==> config.mk <==
export PLATFORM = sky130hd
export DESIGN_NAME = alu_issue_wb
export DESIGN_NICKNAME = d
export VERILOG_FILES = /design/src/rtl/alu_pkg.sv /design/src/rtl/alu_regfile.sv /design/src/rtl/alu_issue_wb.sv
export SDC_FILE = /design/constraint.sdc
export NUM_CORES = 1
export LEC_CHECK = 0
export BUFFER_PORTS_ARGS = -buffer_cell sky130_fd_sc_hd__buf_2
export CORE_MARGIN = 2
export CORE_UTILIZATION = 35
export DETAILED_ROUTE_END_ITERATION = 6
export GPL_ROUTABILITY_DRIVEN = 0
export PLACE_DENSITY_LB_ADDON = 0.2
export SYNTH_ARGS = -nofsm -noshare
export SYNTH_HDL_FRONTEND = slang
export SYNTH_SLANG_ARGS = --single-unit
==> constraint.sdc <==
create_clock -name clk -period 6.1 [get_ports clk]
set_input_delay 0.915 -clock clk [delete_from_list [all_inputs] [get_ports clk]]
set_output_delay 0.915 -clock clk [all_outputs]
set_load 0.01 [all_outputs]
==> src/rtl/alu_pkg.sv <==
// -----------------------------------------------------------------------------
// alu_pkg
// Shared types and constants for the execute/writeback stage.
//   op_e        : operation encoding (LI=0 ADD=1 SUB=2 MUL=3 DIV=4; 5-7 illegal)
//   state_e     : issue FSM states (IDLE -> EXEC -> WB -> IDLE)
//   WIDTH_DEF   : default datapath width
//   REG_IDX_W   : register index width
//   DIV0_RESULT : value written back when a DIV has a zero divisor
//   op_legal()  : true for the five defined opcodes
// -----------------------------------------------------------------------------
package alu_pkg;

    localparam int          WIDTH_DEF   = 16;
    localparam int          REG_IDX_W   = 3;
    localparam logic [15:0] DIV0_RESULT = 16'hFFFF;

    typedef enum logic [2:0] {
        OP_LI  = 3'd0,
        OP_ADD = 3'd1,
        OP_SUB = 3'd2,
        OP_MUL = 3'd3,
        OP_DIV = 3'd4
    } op_e;

    typedef enum logic [1:0] {
        ST_IDLE = 2'd0,
        ST_EXEC = 2'd1,
        ST_WB   = 2'd2
    } state_e;

    function automatic logic op_legal(input logic [2:0] op);
        return (op <= OP_DIV);
    endfunction

endpackage

==> src/rtl/alu_regfile.sv <==
// -----------------------------------------------------------------------------
// alu_regfile
// NREGS x WIDTH register file, r0 hardwired to zero.
//   clk, rst          : clock, synchronous active-high reset (clears all registers)
//   we, waddr, wdata  : synchronous write port (writes to r0 are dropped)
//   raddr1 / rdata1   : combinational read port 1
//   raddr2 / rdata2   : combinational read port 2
//   dbg_addr/dbg_data : combinational debug read port
// -----------------------------------------------------------------------------
module alu_regfile
    import alu_pkg::*;
#(
    parameter int WIDTH = WIDTH_DEF,
    parameter int NREGS = 8
) (
    input  logic                 clk,
    input  logic                 rst,
    input  logic                 we,
    input  logic [REG_IDX_W-1:0] waddr,
    input  logic [WIDTH-1:0]     wdata,
    input  logic [REG_IDX_W-1:0] raddr1,
    output logic [WIDTH-1:0]     rdata1,
    input  logic [REG_IDX_W-1:0] raddr2,
    output logic [WIDTH-1:0]     rdata2,
    input  logic [REG_IDX_W-1:0] dbg_addr,
    output logic [WIDTH-1:0]     dbg_data
);

    logic [WIDTH-1:0] regs [NREGS];

    always_ff @(posedge clk) begin
        if (rst) begin
            for (int i = 0; i < NREGS; i++) begin
                regs[i] <= '0;
            end
        end else if (we && (waddr != '0)) begin
            regs[waddr] <= wdata;
        end
    end

    // r0 is decoded to zero on every read port rather than relying on its
    // storage staying clear.
    assign rdata1   = (raddr1   == '0) ? '0 : regs[raddr1];
    assign rdata2   = (raddr2   == '0) ? '0 : regs[raddr2];
    assign dbg_data = (dbg_addr == '0) ? '0 : regs[dbg_addr];

endmodule

==> src/rtl/alu_issue_wb.sv <==
// -----------------------------------------------------------------------------
// alu_issue_wb
// Single-issue execute/writeback stage around external combinational ALU units.
// One op is accepted per valid/ready transfer, operands are read from the
// internal register file, the op waits its settle latency in EXEC, then the
// selected unit result is written back in WB.
//
// Handshake: a transfer happens on a rising edge where in_valid && in_ready.
// in_ready is high only in IDLE; the requester holds its fields until then.
//
// Ports:
//   clk, rst                       : clock, synchronous active-high reset
//   in_valid/in_ready              : op request handshake
//   in_op, in_rd, in_rs1, in_rs2   : opcode and register indices
//   in_imm                         : immediate (LI only)
//   alu_rs1, alu_rs2               : registered operands to the ALU units
//   add_res, add_co, sub_res,
//   mul_res, div_res               : ALU unit results
//   out_valid, out_rd, out_data    : one-cycle writeback report
//   flags                          : {div0, zero, carry}
//   dbg_addr, dbg_data             : combinational register file peek
//
// Build option: define ALU_ISSUE_FLAGS_EN to enable the flags register;
// otherwise flags is tied to 3'b000.
// -----------------------------------------------------------------------------
module alu_issue_wb
    import alu_pkg::*;
#(
    parameter int WIDTH   = WIDTH_DEF,
    parameter int NREGS   = 8,
    parameter int MUL_LAT = 2,
    parameter int DIV_LAT = 4
) (
    input  logic                 clk,
    input  logic                 rst,
    input  logic                 in_valid,
    output logic                 in_ready,
    input  logic [2:0]           in_op,
    input  logic [REG_IDX_W-1:0] in_rd,
    input  logic [REG_IDX_W-1:0] in_rs1,
    input  logic [REG_IDX_W-1:0] in_rs2,
    input  logic [WIDTH-1:0]     in_imm,
    output logic [WIDTH-1:0]     alu_rs1,
    output logic [WIDTH-1:0]     alu_rs2,
    input  logic [WIDTH-1:0]     add_res,
    input  logic                 add_co,
    input  logic [WIDTH-1:0]     sub_res,
    input  logic [WIDTH-1:0]     mul_res,
    input  logic [WIDTH-1:0]     div_res,
    output logic                 out_valid,
    output logic [REG_IDX_W-1:0] out_rd,
    output logic [WIDTH-1:0]     out_data,
    output logic [2:0]           flags,
    input  logic [REG_IDX_W-1:0] dbg_addr,
    output logic [WIDTH-1:0]     dbg_data
);

    localparam int MAX_LAT = (MUL_LAT > DIV_LAT) ? MUL_LAT : DIV_LAT;
    localparam int CNT_W   = (MAX_LAT > 1) ? $clog2(MAX_LAT) : 1;

    // Counter is loaded with latency-1 so that cnt==0 marks the final EXEC cycle.
    function automatic logic [CNT_W-1:0] lat_m1(input logic [2:0] op);
        case (op)
            OP_MUL:  return CNT_W'(MUL_LAT - 1);
            OP_DIV:  return CNT_W'(DIV_LAT - 1);
            default: return '0;
        endcase
    endfunction

    state_e               state;
    logic [2:0]           op_q;
    logic [REG_IDX_W-1:0] rd_q;
    logic [WIDTH-1:0]     imm_q;
    logic [CNT_W-1:0]     cnt;

    logic [WIDTH-1:0]     rs1_data;
    logic [WIDTH-1:0]     rs2_data;
    logic [WIDTH-1:0]     result;
    logic                 div0;
    logic                 wb_we;

    // Register file: writes happen during WB, using the reported rd/data.
    // Illegal ops report out_rd=0, which the regfile treats as a dropped write.
    assign wb_we = (state == ST_WB);

    alu_regfile #(
        .WIDTH (WIDTH),
        .NREGS (NREGS)
    ) u_regfile (
        .clk      (clk),
        .rst      (rst),
        .we       (wb_we),
        .waddr    (out_rd),
        .wdata    (out_data),
        .raddr1   (in_rs1),
        .rdata1   (rs1_data),
        .raddr2   (in_rs2),
        .rdata2   (rs2_data),
        .dbg_addr (dbg_addr),
        .dbg_data (dbg_data)
    );

    assign div0 = (op_q == OP_DIV) && (alu_rs2 == '0);

    // Result select from the unit matching the latched op.
    always_comb begin
        result = '0;
        case (op_q)
            OP_LI:   result = imm_q;
            OP_ADD:  result = add_res;
            OP_SUB:  result = sub_res;
            OP_MUL:  result = mul_res;
            OP_DIV:  result = div0 ? WIDTH'(DIV0_RESULT) : div_res;
            default: result = '0;
        endcase
    end

    always_ff @(posedge clk) begin
        if (rst) begin
            state     <= ST_IDLE;
            in_ready  <= 1'b1;
            out_valid <= 1'b0;
            out_rd    <= '0;
            out_data  <= '0;
            alu_rs1   <= '0;
            alu_rs2   <= '0;
            op_q      <= '0;
            rd_q      <= '0;
            imm_q     <= '0;
            cnt       <= '0;
        end else begin
            case (state)
                ST_IDLE: begin
                    out_valid <= 1'b0;
                    if (in_valid && in_ready) begin
                        op_q     <= in_op;
                        rd_q     <= in_rd;
                        imm_q    <= in_imm;
                        alu_rs1  <= rs1_data;
                        alu_rs2  <= rs2_data;
                        cnt      <= lat_m1(in_op);
                        in_ready <= 1'b0;
                        state    <= ST_EXEC;
                    end
                end
                ST_EXEC: begin
                    if (cnt == '0) begin
                        out_data  <= result;
                        out_rd    <= op_legal(op_q) ? rd_q : '0;
                        out_valid <= 1'b1;
                        state     <= ST_WB;
                    end else begin
                        cnt <= cnt - 1'b1;
                    end
                end
                ST_WB: begin
                    out_valid <= 1'b0;
                    in_ready  <= 1'b1;
                    state     <= ST_IDLE;
                end
                default: begin
                    out_valid <= 1'b0;
                    in_ready  <= 1'b1;
                    state     <= ST_IDLE;
                end
            endcase
        end
    end

`ifdef ALU_ISSUE_FLAGS_EN
    // Flags are captured together with out_data so they are visible during WB
    // and hold until the next writeback.
    logic [2:0] flags_q;

    always_ff @(posedge clk) begin
        if (rst) begin
            flags_q <= 3'b000;
        end else if ((state == ST_EXEC) && (cnt == '0)) begin
            flags_q <= {div0,
                        (result == '0),
                        (op_q == OP_ADD) ? add_co : 1'b0};
        end
    end

    assign flags = flags_q;
`else
    logic unused_add_co;
    assign unused_add_co = add_co;
    assign flags         = 3'b000;
`endif

endmodule
After elaboration in Yosys (flattened, before gate mapping)
Memories as Yosys holds them, arrays and structs flattened.
Index checks and enable logic that the tools add are counted.
- mux-type cells: 23
- eq/ne operators: 11
- bitwise operators: 1
- reduce and logical (&&, ||, !) cells: 19
- add/subtract/negate cells: 1
- magnitude comparators: 1
- operators by type and width (operator ; count):
    $mux 16 ; 5
    $pmux 16 s5 ; 1
    $logic_not 16->1 ; 1
    $reduce_or 16->1 ; 1
    $logic_not 3->1 ; 4
    $pmux 2 s2 ; 3
    $eq 3x2->1 const B ; 3
    $mux 2 ; 4
    $reduce_and 2->1 ; 4
    $mux 1 ; 7
    $eq 3x3->1 const B ; 2
    $mux 3 ; 2
    $ne 2x2->1 const B ; 3
    $logic_not 2->1 ; 2
    $eq 3x1->1 const B ; 1
    $le 3x3->1 const B ; 1
    $logic_and 1x1->1 ; 3
    $reduce_and 3->1 ; 1
    $reduce_bool 3->1 ; 1
    $eq 2x1->1 const B ; 1
    $eq 2x2->1 const B ; 1
    $pmux 1 s2 ; 1
    $reduce_bool 2->1 ; 1
    $reduce_or 2->1 ; 1
    other kinds (2) ; 2
- output and inout port bits: 72
- bits of input ports: 99
- RAM bits: 128
- flip-flop bits (word level): 79
- memories kept: 1
- memories (memory ; words ; bits a word ; read ports ; clocked after memory_dff ; wr ports ; RTL line ; text):
    u_regfile.regs ; 8 ; 16 ; 3 ; 0 ; 8 ; alu_regfile.sv:29 ; logic [WIDTH-1:0] regs [NREGS];

Logic depth before layout (Yosys ltp)
- depth after elaboration: 7
- depth in mapped cells: 7

Hierarchy
Synthesis repeated with hierarchy kept, for this count alone.
- cells, all modules: 1019
- area total of the unflattened synthesis: 10948.0 um^2
- by module, submodules not included (module ; area an instance (um^2) ; times used ; sequential area each (um^2) ; cells each):
    alu_regfile ; 7193.1 ; 1 ; 3363.2 ; 568
    alu_issue_wb ; 3754.9 ; 1 ; 1581.5 ; 451

Worst setup path before layout
Ideal clock, no wire load.
- kind: input -> output
- start point: input port dbg_addr[1]
- end point: output port dbg_data[12]
- required time: 5185 ps
- buffers on the path: 2
- path slack: 3050 ps
- stages: 5
- arrival: 2135 ps
- cells stage by stage: clkbuf_1 -> clkbuf_1 -> mux2_2 -> a221oi_1 -> a21oi_1
- longest elaborated chain between the ends: 2
- ends and longest elaborated chain (what ; RTL line ; text):
    start: declaration ; alu_issue_wb.sv:54 ; input logic [REG_IDX_W-1:0] dbg_addr,
    $mem_v2 8x16 or $logic_not 3->1 (tied branches) ; -- ;
    $mux 16 * ; alu_regfile.sv:45 ; assign dbg_data = (dbg_addr == '0) ? '0 : regs[dbg_addr];
    end: declaration ; alu_issue_wb.sv:55 ; output logic [WIDTH-1:0] dbg_data
Mark *: on every way between the ends. The rest lies on a longest branch, timed or not.

Final worst setup path
- start point: input port dbg_addr[1]
- end point: output port dbg_data[4]
The elaborated chain is that of the path after synthesis.

==> summary.md <==
| Metric | Value |
|---|---|
| Leakage | 4.68 nW |
| Reg area | 4940 um^2 |
| Ys flop type | edfxtp_1 |
| CTS tree | built |
| First-pass detailed-route iteration total | 5 |
| Layout overhead on the synthesized area | 15.2% |
| Final WL | 33,000 um |
| Die X | 177 um |
| Max FO, Critical Path | 33 |
| Hold_sp | imm_q[14]$_SDFFE_PP0P_ |
| Post-Layout Inst Area | 12,100 um^2 |
| Drt wl/cell | 22.6 um |
| Pwr dens | 256 nW/um^2 |
| Max-slew headroom | 0.225 |
| Drt drc | 0 |
| Post-detailed-route via-to-cell ratio | 5.47 |
| # rows | 63 |
| Die area | 31,500 um^2 |
| Longest Clk Path Bufs | 2 |
| Total grt overflow | 0 |
| Ports | 171 |
| Height of the die | 177 um |
| Final setup fails | 0 |
| Arrival time worst endpoint | 3.32 ns |
| Reg2reg start | state[1]$_SDFFE_PP0P_ |
| VDD IR-drop max | 172 uV |
| CTS Hold Buffers Added | 0 |
| Area of the multi-input gates | 5130 um^2 |
| Clk_lat worst skew | 0.44 ns |
| Post-DP HPWL | 21,300 um |
| WP data required | 5.18 ns |
| Initial antenna violation count | 0 |
| Maximum Capacitance Violations | 0 |
| Overall power | 0.00310 W |
| Wire length of the first global-routing pass | 49,800 um |
| CTS resizes | 0 |
| Clock net sink count | 191 |
| CTS clk-pin slew, worst paths | 0.07 ns |
| CP startpoint kind | primary input |
| Number of enable flip-flop cells after synthesis | 112 |
| Post-route antenna net violation count | 0 |
| Fraction of registers with async set or reset after synthesis | 0 |
| Num CTS Buffers | 17 |
| Largest net degree at the start of global routing | 88 |
| Final period util | 0.694 |
| Final worst path period need | 4.23 ns |
| CP endpoint kind | primary output |
| Seq cells post-synth | 191 |
| Register area share after synthesis | 0.470 |
| H-tree level count | 4 |
| Hold WS | 0.453 ns |
| Vias in the first global route | 7,955 |
| Unique masters post-synth | 46 |
| Max Slew Vio Count | 0 |
| Starting DRT DRC Count | 664 |
| Skew final | 0.0148 ns |
| Run status | completed |
| Placed cell count | 1,424 |
| Post-CTS setup buffers | 0 |
| Commonest non-fill, non-tap cell in the layout | buf_2 |
| Layout cells sized above 1 | 0.294 |
| Hold Vio Cnt, Final | 0 |
| Hold crit path type | flip-flop to flip-flop |
| F_max | 236 MHz |
| Final setup TNS | 0 ns |
| Core Area | 29,600 um^2 |
| Initial Util | 0.355 |
| Actual slew at the worst max-slew pin | 1.16 ns |
| Crit path launch | dbg_addr[1] |
| Number of antenna diodes | 0 |
| Mapped Cells | 940 |
| Root Driver | clkbuf_16 |
| Critical path class | primary input to primary output |
| Commonest non-fill, non-tap cells in the layout | buf_2, and2_1, edfxtp_1, nand2_1, dfxtp_1 |
| Yosys warns | 0 |
| RSZ-0062 raised after global routing | false |
| PortBufs | 166 |
| Placed cell area | 11,500 um^2 |
| Synthesized area per cell | 11.2 um^2 |
| Final nets | 1,153 |
| Via count | 7,963 |
| Cell Area, Synth | 10,500 um^2 |
| Filler cells | 2,924 |
| Final Non-Filler Cells | 1,456 |
| All-layer global routing usage | 0.213 |
routing by layer:
metal  track usage  vias up  share of wire
li1              -     3724              -
met1         0.291     3914           0.44
met2         0.346      302           0.48
met3        0.0518       23          0.078
met4        0.0420        0         0.0082
met5             0        -              0
flip-flops by register name, indices dropped and copies added, names as in the netlist:
register and cells:
cnt 2, imm_q 16, in_ready 1, u_regfile.regs 112, rd_q 3, state 2
alu_rs2 16, op_q 3, alu_rs1 16, out_rd 3, out_data 16, out_valid 1
report_power, final:
group | total [W] | internal, W | switching, W | leakage (nW)
combinational | 0.000487 | 0.000207 | 0.000279 | 2.58
clock | 0.00113 | 0.000586 | 0.000545 | 0.297
sequential | 0.00149 | 0.00143 | 0.0000617 | 1.80
total | 0.00310 | 0.00222 | 0.000886 | 4.68
critical path, stage by stage:
cell,delay (ns)
buf_2,0.08
buf_4,0.45
nor2b_2,1.02
a221oi_1,0.24
a21oi_1,0.38
buf_2,0.21
path summary, 6_finish.rpt:
| path | end | slack (ns) | cells past startpoint |
|---|---|---|---|
| max | dbg_data[4] | 1.87 | 6 |
| min | imm_q[14]$_SDFFE_PP0P_ | 0.45 | 2 |
| max reg2reg | u_regfile.regs[2][9]$_SDFFCE_PN0P_ | 3.08 | 3 |
| min reg2reg | imm_q[14]$_SDFFE_PP0P_ | 0.45 | 2 |
final cells by class:
cell class,instances,area share
Sequential cell,191,0.408
Inverter,17,0.00526
Timing Repair Buffer,177,0.0753
Tap cell,390,0.0402
Clock buffer,19,0.0392
Clock inverter,13,0.00918
Multi-Input combinational cell,649,0.423
cell families after synthesis:
family,count (synthesis),share of synthesized area
AO/OA/AOI/OAI,186,0.119
AND/OR/NAND/NOR,302,0.154
flip-flops,191,0.470
multiplexers,157,0.211
other,1,0.000356
adder cells (fa/ha/maj),1,0.00119
buffers and inverters,102,0.0446
Yosys cell counts, types with 4 or more instances:
cell type,n,share of area
nor2_1,28,0.010
nand2_1,93,0.033
or2_2,8,0.0048
nand3_1,16,0.0076
a21o_1,8,0.0057
clkbuf_1,45,0.016
a211oi_1,27,0.019
a21oi_1,73,0.035
buf_2,23,0.011
a41oi_1,6,0.0050
nand2b_1,20,0.012
a221oi_1,25,0.021
mux2_2,38,0.041
o22ai_1,9,0.0053
buf_1,4,0.0014
o21ai_0,9,0.0043
mux4_2,48,0.10
a221o_1,15,0.014
edfxtp_1,112,0.32
buf_4,9,0.0064
mux2i_1,71,0.068
dfxtp_1,79,0.15
and2_1,113,0.067
a22oi_1,11,0.0078
inv_1,17,0.0061
through the flow:
stage,worst slack (ns),utilization
2_1_floorplan,3.05,-
3_3_place_gp,1.86,0.389
4_1_cts,1.91,0.409
6_report,1.87,0.409
3_5_place_dp,1.92,0.389
5_1_grt,1.79,0.409
(Power assumes the default switching activity.)
